[src/rtl/fetch_queue.sv]
// Multi-lane instruction fetch queue between IF and ID: accepts up to FETCH_W
// PC-tagged instructions per cycle and presents the oldest ISSUE_W entries.
module fetch_queue #(
  parameter int unsigned DEPTH   = 8,
  parameter int unsigned FETCH_W = 2,
  parameter int unsigned ISSUE_W = 2,
  parameter int unsigned IW      = 32,
  localparam int unsigned CW     = $clog2(DEPTH + 1),
  localparam int unsigned FC     = $clog2(FETCH_W + 1),
  localparam int unsigned IC     = $clog2(ISSUE_W + 1)
) (
  input  logic                    CLK,
  input  logic                    RESET,
  input  logic                    FREEZE,
  input  logic                    FLUSH,
  input  logic                    push_valid,
  input  logic [FC-1:0]           push_count,
  input  logic [FETCH_W*IW-1:0]   push_instr,
  input  logic [31:0]             push_pc,
  output logic                    push_ready,
  input  logic [IC-1:0]           pop_count,
  output logic [ISSUE_W-1:0]      issue_valid,
  output logic [ISSUE_W*IW-1:0]   issue_instr,
  output logic [ISSUE_W*32-1:0]   issue_pc,
  output logic [CW-1:0]           count
);

  localparam int unsigned PW = $clog2(DEPTH);

  logic [CW-1:0] count_q, count_d;
  logic [PW-1:0] rd_ptr_q, rd_ptr_d;
  logic [PW-1:0] wr_ptr_q, wr_ptr_d;
  logic [IW-1:0] mem_instr_q [DEPTH];
  logic [31:0]   mem_pc_q    [DEPTH];

  logic          push_accept;
  logic [FC-1:0] push_n;
  logic [CW-1:0] pop_req;
  logic [CW-1:0] pop_eff;

  // Readiness looks only at current occupancy; same-cycle pops do not bypass.
  assign push_ready = (count_q <= CW'(DEPTH - FETCH_W));
  assign count      = count_q;

  always_comb begin
    push_n      = (push_count > FC'(FETCH_W)) ? FC'(FETCH_W) : push_count;
    push_accept = push_valid & push_ready & ~FREEZE & ~FLUSH;
    pop_req     = CW'(pop_count);
    pop_eff     = '0;
    if (!FREEZE && !FLUSH) begin
      pop_eff = (pop_req > count_q) ? count_q : pop_req;
    end

    count_d  = count_q;
    rd_ptr_d = rd_ptr_q;
    wr_ptr_d = wr_ptr_q;
    if (FLUSH) begin
      count_d  = '0;
      rd_ptr_d = '0;
      wr_ptr_d = '0;
    end else if (!FREEZE) begin
      count_d  = count_q - pop_eff + (push_accept ? CW'(push_n) : CW'(0));
      rd_ptr_d = rd_ptr_q + PW'(pop_eff);
      wr_ptr_d = wr_ptr_q + (push_accept ? PW'(push_n) : PW'(0));
    end
  end

  always_ff @(posedge CLK) begin
    if (RESET) begin
      count_q  <= '0;
      rd_ptr_q <= '0;
      wr_ptr_q <= '0;
    end else begin
      count_q  <= count_d;
      rd_ptr_q <= rd_ptr_d;
      wr_ptr_q <= wr_ptr_d;
    end
  end

  // Storage has no reset; lanes past the array end wrap through pointer truncation.
  always_ff @(posedge CLK) begin
    if (!RESET && push_accept) begin
      for (int k = 0; k < FETCH_W; k++) begin
        if (FC'(k) < push_n) begin
          mem_instr_q[wr_ptr_q + PW'(k)] <= push_instr[k*IW +: IW];
          mem_pc_q[wr_ptr_q + PW'(k)]    <= push_pc + 32'(4 * k);
        end
      end
    end
  end

  always_comb begin
    issue_valid = '0;
    issue_instr = '0;
    issue_pc    = '0;
    for (int k = 0; k < ISSUE_W; k++) begin
      if (count_q > CW'(k)) begin
        issue_valid[k]         = 1'b1;
        issue_instr[k*IW +: IW] = mem_instr_q[rd_ptr_q + PW'(k)];
        issue_pc[k*32 +: 32]   = mem_pc_q[rd_ptr_q + PW'(k)];
      end
    end
  end

endmodule

[config.mk]
export PLATFORM = sky130hd
export DESIGN_NAME = fetch_queue
export DESIGN_NICKNAME = d
export VERILOG_FILES = /design/src/rtl/fetch_queue.sv
export SDC_FILE = /design/constraint.sdc
export NUM_CORES = 1
export LEC_CHECK = 0
export CORE_UTILIZATION = 58
export DETAILED_ROUTE_END_ITERATION = 8
export PLACE_DENSITY = 0.79
export SKIP_LAST_GASP = 1
export SYNTH_ARGS = -nofsm -noshare
export SYNTH_HDL_FRONTEND = slang
export SYNTH_SLANG_ARGS = --single-unit
[constraint.sdc]
create_clock -name CLK -period 9 [get_ports CLK]
set_input_delay 1.35 -clock CLK [delete_from_list [all_inputs] [get_ports CLK]]
set_output_delay 1.35 -clock CLK [all_outputs]
set_load 0.02 [all_outputs]
# ---- After elaboration in Yosys (flattened, before gate mapping)
# Memories as Yosys holds them, arrays and structs flattened. A register that Yosys moved wholly into a read port is not among the register bits.
# Cells that the tools add are included.
dict set report word_totals {
  ff_bits 10
  ram_bits 512
  inputBits 105
  output_inout_bits 135
  elab_cells 51
  memories 2
}
# name depth width read_ports rd_clocked_by_memory_dff write_ports line
set mem_list {}
lappend mem_list {mem_instr_q 8 32 2 1 2 33} ;# logic [IW-1:0] mem_instr_q [DEPTH];
lappend mem_list {mem_pc_q 8 32 2 1 2 34} ;# logic [31:0] mem_pc_q [DEPTH];
dict set report classes {
  add_sub_neg 7
  order_cmp 7
  mux 21
  bitwise 5
  reduce_logical 6
}
# operator n
set ops {}
lappend ops {{$mux 32} 4}
lappend ops {{$add 32x3->32 const B} 1}
lappend ops {{$mux 3} 4}
lappend ops {{$gt 4x1->1 const B} 2}
lappend ops {{$mux 1} 8}
lappend ops {{$mux 4} 2}
lappend ops {{$add 3x1->3 const B} 2}
lappend ops {{$mux 2} 3}
lappend ops {{$add 4x2->4} 1}
lappend ops {{$gt 2x4->1} 1}
lappend ops {{$le 4x3->1 const B} 1}
lappend ops {{$lt 1x2->1 const A} 2}
lappend ops {{$sub 4x4->4} 1}
lappend ops {{$add 3x2->3} 1}
lappend ops {{$add 3x3->3} 1}
lappend ops {{$and 1x1->1} 3}
lappend ops {{$logic_not 1->1} 3}
lappend ops {{$gt 2x2->1 const B} 1}
lappend ops {{$logic_and 1x1->1} 2}
lappend ops {{$not 1->1} 2}
lappend ops {{$reduce_or 2->1} 1}

# ---- Logic depth before layout (Yosys ltp)
# Gate-level depths: netlist of run 1.
dict set report depth {
  word_depth 7
  depth_mapped 17
  ltp_nobuf 16
}

# ---- Worst setup path before layout of run 1
# OpenSTA, ideal clock, no wires.
dict set report synth_path {
  kind {input-to-reg}
  start {in FREEZE}
  end {mem mem_instr_q[1][0], enable pin}
  setup_time_ns 0.581
  t_arrival_ns 7.098
  t_required_ns 8.419
  slack_ns 1.320
  cell_stages 5
  n_path_buf 1
  path_cell_list {clkbuf_1 -> nor2_1 -> nand3_1 -> or4b_1 -> o31ai_1}
}
# element line
set synth_lines {}
lappend synth_lines {{start, declared} 14} ;# input logic FREEZE,
lappend synth_lines {{end, declared} 33}

# ---- Worst setup path after layout of run 1
dict set report layout_path {
  start {reg rd_ptr_q[0]}
  end {out issue_pc[37]}
}
dict set report layout_via {
  elab_chain_len 3
}
# element line
set layout_lines {}
lappend layout_lines {{start, declared} 31} ;# logic [PW-1:0] rd_ptr_q, rd_ptr_d;
lappend layout_lines {{start signal, assigned} 75} ;# rd_ptr_q <= rd_ptr_d;
lappend layout_lines {{$add 3x1->3} 100} ;# issue_pc[k*32 +: 32] = mem_pc_q[rd_ptr_q + PW'(k)];
lappend layout_lines {{$mem_v2 8x32} n/a}
lappend layout_lines {{$mux 32} 97} ;# if (count_q > CW'(k)) begin
lappend layout_lines {{end, declared} 24} ;# output logic [ISSUE_W*32-1:0] issue_pc,
# Every way passes these cells.

==> summary.md, run 1 <==
| Metric | Value |
|---|---|
| Critical Path End Type | output port |
| Internal power component | 4160 µW |
| Fillcell total | 3,652 |
| Longest Clk Path Bufs | 3 |
| Fmax | 164 MHz |
| CTS tree | built |
| Hpwl dp | 56,600 µm |
| Mapped Area | 31,500 µm² |
| Post-Synth XOR/XNOR Area | 6.26% |
| Area Growth Syn to Fin | 13.5% |
| R2r startpoint | count[3] |
| Crit path max fanout | 44 |
| Worst EP arrival | 4760 ps |
| Compound-cell area share of the yosys netlist | 1.74% |
| Reg power frac | 49.4% |
| Multi-input logic area | 14,700 µm² |
| Setup TNS | 0 ps |
| Number of iterations in the first detailed-routing pass | 8 |
| Clock slew seen by the registers of the worst setup and hold paths | 60 ps |
| Most common library cell in the layout ignoring fill and taps | nand2_1 |
| Final #Nets | 2,997 |
| Via count | 23,968 |
| Tightest Pin Transition | 1410 ps |
| Peak supply drop | 0.000143 V |
| Async S/R FF share, synth | 0% |
| Reg2reg end | mem_instr_q[6][5] |
| Hold endpoint | count[3] |
| Worst Skew | 18.9 ps |
| Iteration-0 DRC Markers | 3,624 |
| Max cap viols | 0 |
| Worst endpoint required time | 7650 ps |
| IO Pins | 240 |
| GPL Wtd Cong | 0.878 |
| CTS Hold Bufs | 0 |
| Antenna violations before repair | 11 |
| Final Hold Fails | 0 |
| Vias in the first global route | 24,523 |
| Hold Path Origin | count[3] |
| CTS Sinks | 525 |
| Yosys warning total | 0 |
| Mapped Cells | 2,821 |
| Drt drc | 0 |
| R2R depth | 8 |
| Top_reg_cell synth | edfxtp_1 |
| WL per Instance | 26.4 µm |
| Core area | 53,700 µm² |
| Status | finished, final reports clean |
| Mux share of post-synthesis cell area | 20.6% |
| WHS Path Cells | 2 |
| IO Port Bufs | 239 |
| Final Critical Period | 6110 ps |
| Seq/Total Area, Yosys | 49.6% |
| Worst skew pair latency | 630 ps |
| Number of synthesized flops with an enable pin | 512 |
| Num CTS Buffers | 54 |
| Grt met1 use | 42.7% |
| H-tree depth | 2 |
| M2 GR Usage | 55.5% |
| Post-Syn Nets | 2,944 |
| Mean Syn Cell Area | 11.2 µm² |
| Net Sw Frac | 23.9% |
| Clock network power share | 40.8% |
| Vias per cell | 6.62 |
| Most Crowded Layer GR | met2 |
| Total track usage | 34.5% |
| M3 GR Usage | 9.28% |
| Leakage | 0.0123 µW |
| P_sw | 1300 µW |
| Count of cell types in the netlist | 46 |
| Tcrit/Tclk final | 67.9% |
| #FFs+latches synth | 525 |
| RSZ-0062 raised after global routing | no |
| Hold Path Class | register to register |
| Final setup vio count | 0 |
| Post-CTS Setup Inserts | 0 |
| Fin util | 66.5% |
| Fraction of layout cells with a size suffix above 1 | 14.2% |
| Relative slew slack | 5.79% |
| Reg2reg setup slack | 3800 ps |
| Grt ovf | 0 |
| Total Wirelength | 95,600 µm |
| FF/Latch Area | 15,700 µm² |
| Core Rows | 85 |
| WS Path Type | register to output port |
| Final Max Slew Viols | 0 |
| Post-CTS Resized | 0 |
| Routed Antenna Nets | 0 |
| DIE WIDTH | 235 µm |
| Gate power share | 9.8% |
| Startpoint class of the critical path | register |
| Post-synthesis simple-gate area fraction | 16.7% |
| Synth Area in Adders | 0.810% |
| Starting density of the core | 58.6% |
| CTS Root Buffer Type | clkbuf_16 |
| First-pass GRT wire length | 144,000 µm |
| Die area | 55,200 µm² |
| Most frequent cells in the layout | nand2_1, edfxtp_1, mux4_2, clkdlybuf4s50_1, nor2_1 |
| Largest family of logic cells by synthesized area | multiplexers |
| Power per cell area | 153 nW/µm² |
| Largest net degree at the start of global routing | 100 |
| Die height | 235 µm |
[cell type report]
cell class	instances	area share [%]
flip-flops and latches	525	43.8
inverters	15	0.158
repair buffers	278	7.55
diodes	8	0.0560
multi-input cells	2000	41.2
clock buffers	66	3.91
clock inverters	31	0.872
well taps	696	2.44
[synth_stat cells, types with 2 or more instances]
master / number / area (µm²)
a211oi_1: 2 / 15.0
a21oi_1: 72 / 360
and2_1: 11 / 68.8
and3_1: 6 / 37.5
and4_1: 2 / 17.5
and4_4: 2 / 22.5
buf_1: 58 / 218
buf_2: 68 / 340
buf_4: 39 / 293
clkbuf_1: 115 / 432
dfxtp_1: 13 / 260
edfxtp_1: 512 / 15400
fa_1: 4 / 80.1
ha_1: 14 / 175
inv_1: 15 / 56.3
mux2i_1: 71 / 711
mux4_2: 256 / 5770
nand2_1: 1041 / 3910
nand2b_1: 4 / 25.0
nand3_1: 17 / 85.1
nand4_1: 11 / 68.8
nor2_1: 186 / 698
nor2b_1: 3 / 18.8
nor3_1: 21 / 105
nor3_2: 3 / 30.0
nor3b_1: 2 / 15.0
nor4_2: 4 / 50.1
o21ai_0: 22 / 110
o31ai_1: 3 / 22.5
or3_1: 5 / 31.3
xnor2_1: 104 / 911
xor2_1: 121 / 1060
[logic make-up (layout without fill, tap and decap cells)]
kind of cell,Yosys count,count (layout)
AND/OR/NAND/NOR,1326,1326
adder cells (fa/ha/maj),18,18
AO/OA/AOI/OAI,104,104
multiplexers,327,327
flip-flops,525,525
XOR/XNOR,225,225
buffers and inverters,296,390
other,0,8
[flip-flops by register name, indices dropped and copies added (netlist names), named ones only]
name,flops
wr_ptr_q,3
rd_ptr_q,3
mem_instr_q,256
mem_pc_q,256
count,4
[per-stage QoR]
stage / power, µW / setup slack, ps / std cells / cell area [µm²] / hold slack [ps]
finish: 5460 / 2890 / 3619 / 35700 / 598
global route: 5570 / 2660 / 3619 / 35700 / 625
CTS: 5440 / 2970 / 3611 / 35700 / 596
detailed placement: 3270 / 3460 / 3514 / 34000 / 583
floorplan: 3070 / 1320 / 2821 / 31500 / 550
global placement: 3260 / 3590 / 3514 / 34000 / 592
[worst max path at each step]
stage                            from                  to  slack [ps]  cells past startpoint
final                     rd_ptr_q[0]        issue_pc[37]        2890                      6
after global routing      rd_ptr_q[0]        issue_pc[37]        2660                      6
after detailed placement       FREEZE  mem_instr_q[4][14]        3460                      6
after CTS                 rd_ptr_q[0]        issue_pc[37]        2970                      6
after floorplan                FREEZE   mem_instr_q[1][0]        1320                      5
after global placement         FREEZE   mem_instr_q[4][5]        3590                      6
[power by group through the flow]
stage	combinational, µW	sequential [µW]	clock (µW)
2_1_floorplan	324	2750	0
3_3_place_gp	506	2750	0
3_5_place_dp	523	2750	0
4_1_cts	528	2700	2220
5_1_grt	570	2700	2300
6_report	536	2700	2230
[per-layer routing]
metal  part of all wire, %  up-vias  wire length, µm
met3                    14      333            13400
met1                    33    11581            31700
met2                    48     2098            45900
li1                      -     9950                -
met4                   4.8        6             4570
met5                 0.038        -               36
[critical path, cell delays in order (launching register included)]
cell             delay (ps)
dfxtp_4                 770
ha_4                    860
buf_4                   810
mux4_2                  350
nand2_1                  60
a21oi_1                 540
clkdlybuf4s50_1         720
Power figures use the tool's default switching activity.
==> run 2, diff against run 1 <==
Clock period 9 ns to 6.13 ns, I/O delays scaled along.
==> run 2 against run 1 <==
Cell area rose by 0.35%; register-to-register slack got worse by 1400 ps; critical path depth unchanged; clock skew fell by 2.5 ps; cell count up 0.28%; global-route usage fell by 0.068 points; die area did not move; flip-flop and latch count unchanged; sequential share of layout area fell by 0.15 points; non-clock buffer count grew 9; critical path type unchanged.
==> summary.md, run 2 (synthesis results as in run 1) <==
| Metric | Value |
|---|---|
| Number of iterations in the first detailed-routing pass | 8 (unchanged) |
| Peak supply drop | 0.000204 V (was 0.000143 V) |
| CTS tree | built (unchanged) |
| Most common library cell in the layout ignoring fill and taps | nand2_1 (unchanged) |
| WL per Instance | 26.3 µm (was 26.4 µm) |
| Power per cell area | 221 nW/µm² (was 153 nW/µm²) |
| Tightest Pin Transition | 1240 ps (was 1410 ps) |
| Core area | 53,700 µm² (unchanged) |
| Total Wirelength | 95,400 µm (was 95,600 µm) |
| Critical Path End Type | output port (unchanged) |
| Pre-CTS setup slack | 1470 ps (was 3460 ps) |
| Iteration-0 DRC Markers | 3,287 (was 3,624) |
| Final setup vio count | 0 (unchanged) |
| Total power | 7910 µW (was 5460 µW) |
| Leakage | 0.0124 µW (was 0.0123 µW) |
| Via count | 23,760 (was 23,968) |
| Largest net degree at the start of global routing | 66 (was 100) |
| IO Pins | 240 (unchanged) |
| WS Path Type | register to output port (unchanged) |
| Vias per cell | 6.55 (was 6.62) |
| Drt drc | 0 (unchanged) |
| RSZ-0062 raised after global routing | no (unchanged) |
| Worst EP arrival | 3980 ps (was 4760 ps) |
| Longest Clk Path Bufs | 3 (unchanged) |
| Fmax | 204 MHz |
| Max cap viols | 0 (unchanged) |
| Starting density of the core | 58.6% (unchanged) |
| Startpoint class of the critical path | register (unchanged) |
| Hpwl dp | 54,400 µm (was 56,600 µm) |
| Final Max Slew Viols | 0 (unchanged) |
| Antenna violations before repair | 12 (was 11) |
| CTS Sinks | 525 (unchanged) |
| Die height | 235 µm (unchanged) |
| CTS Hold Bufs | 0 (unchanged) |
| DIE WIDTH | 235 µm (unchanged) |
| Fin util | 66.8% (was 66.5%) |
| Post-CTS Setup Inserts | 0 (unchanged) |
| Crit path max fanout | 35 (was 44) |
| Area Growth Syn to Fin | 13.8% (was 13.5%) |
| Clock slew seen by the registers of the worst setup and hold paths | 60 ps (about the same) |
| Vias in the first global route | 24,209 (was 24,523) |
| Final Critical Period | 4900 ps |
| First-pass GRT wire length | 142,000 µm (was 144,000 µm) |
| Final Hold Fails | 0 (unchanged) |
| Routed Antenna Nets | 0 (unchanged) |
| Core Rows | 85 (unchanged) |
| Fraction of layout cells with a size suffix above 1 | 14.4% (was 14.2%) |
| Final #Nets | 3,005 (was 2,997) |
| Worst Skew | 16.4 ps (was 18.9 ps) |
| IO Port Bufs | 239 (unchanged) |
| Relative slew slack | 16.9% (was 5.79%) |
| Final WS setup | 1230 ps (was 2890 ps) |
| Post-CTS Resized | 0 (unchanged) |
| Die area | 55,200 µm² (unchanged) |
| Worst skew pair latency | 620 ps (was 630 ps) |
| Grt ovf | 0 (unchanged) |
| GPL Wtd Cong | 0.855 (was 0.878) |
| Tcrit/Tclk final | 79.9% |
| Num CTS Buffers | 53 (was 54) |
| CTS Root Buffer Type | clkbuf_16 (unchanged) |
| Worst endpoint required time | 5210 ps (was 7650 ps) |
| Total track usage | 34.4% (was 34.5%) |
| Status | finished, final reports clean (unchanged) |
| H-tree depth | 2 (unchanged) |
| Hold Path Class | register to register (unchanged) |
| Most frequent cells in the layout | nand2_1, edfxtp_1, mux4_2, clkdlybuf4s50_1, nor2_1 (unchanged) |
| Final hold slack | 621 ps (was 598 ps) |
==> run 2: worst paths after layout <==
check	from	endpoint	slack [ps]	cells past startpoint
setup / recovery	rd_ptr_q[0]	issue_pc[60]	1230	6
setup reg to reg	count[1]	count[3]	2390	14
hold / removal	count[2]	count[2]	620	2
hold reg to reg	count[2]	count[2]	620	2
==> run 2: layer usage <==
layer | vias to the layer above | track usage, % | share of wire [%]
met5 | - | 0 | 0.051
met4 | 8 | 16.7 | 4.4
met3 | 348 | 8.07 | 14
met2 | 1977 | 54.5 | 47
met1 | 11463 | 45.2 | 34
li1 | 9964 | - | -
==> run 2: cell type report <==
| cell class | count | area (µm²) |
|---|---|---|
| clock inverter | 27 | 204 |
| multi-input combinational | 2000 | 14700 |
| fill | 3655 | 17900 |
| tap | 696 | 871 |
| timing repair buffer | 287 | 2890 |
| inverter | 15 | 56.3 |
| sequential | 525 | 15700 |
| clock buffer | 70 | 1430 |
| antenna | 9 | 22.5 |
==> run 2: per-stage QoR <==
step / std cells / TNS (ps) / instance area [µm²]
final: 3629 / 0 / 35900
after global routing: 3628 / 0 / 35900
after CTS: 3620 / 0 / 35800
after detailed placement: 3523 / 0 / 34200
after global placement: 3523 / 0 / 34200
after floorplan: 2821 / -187860 / 31500
==> run 2: power breakdown <==
group / switching (µW) / internal, µW / total, µW
Sequential: 13.9 / 3950 / 3960
Clock: 1400 / 1760 / 3160
Combinational: 458 / 329 / 787
==> run 2: critical path, stage by stage, from the launching register on <==
cell             delay (ps)
dfxtp_4                 770
ha_4                    680
buf_4                   450
mux4_2                  300
nand2_1                  60
a21oi_1                 390
clkdlybuf4s50_1         690
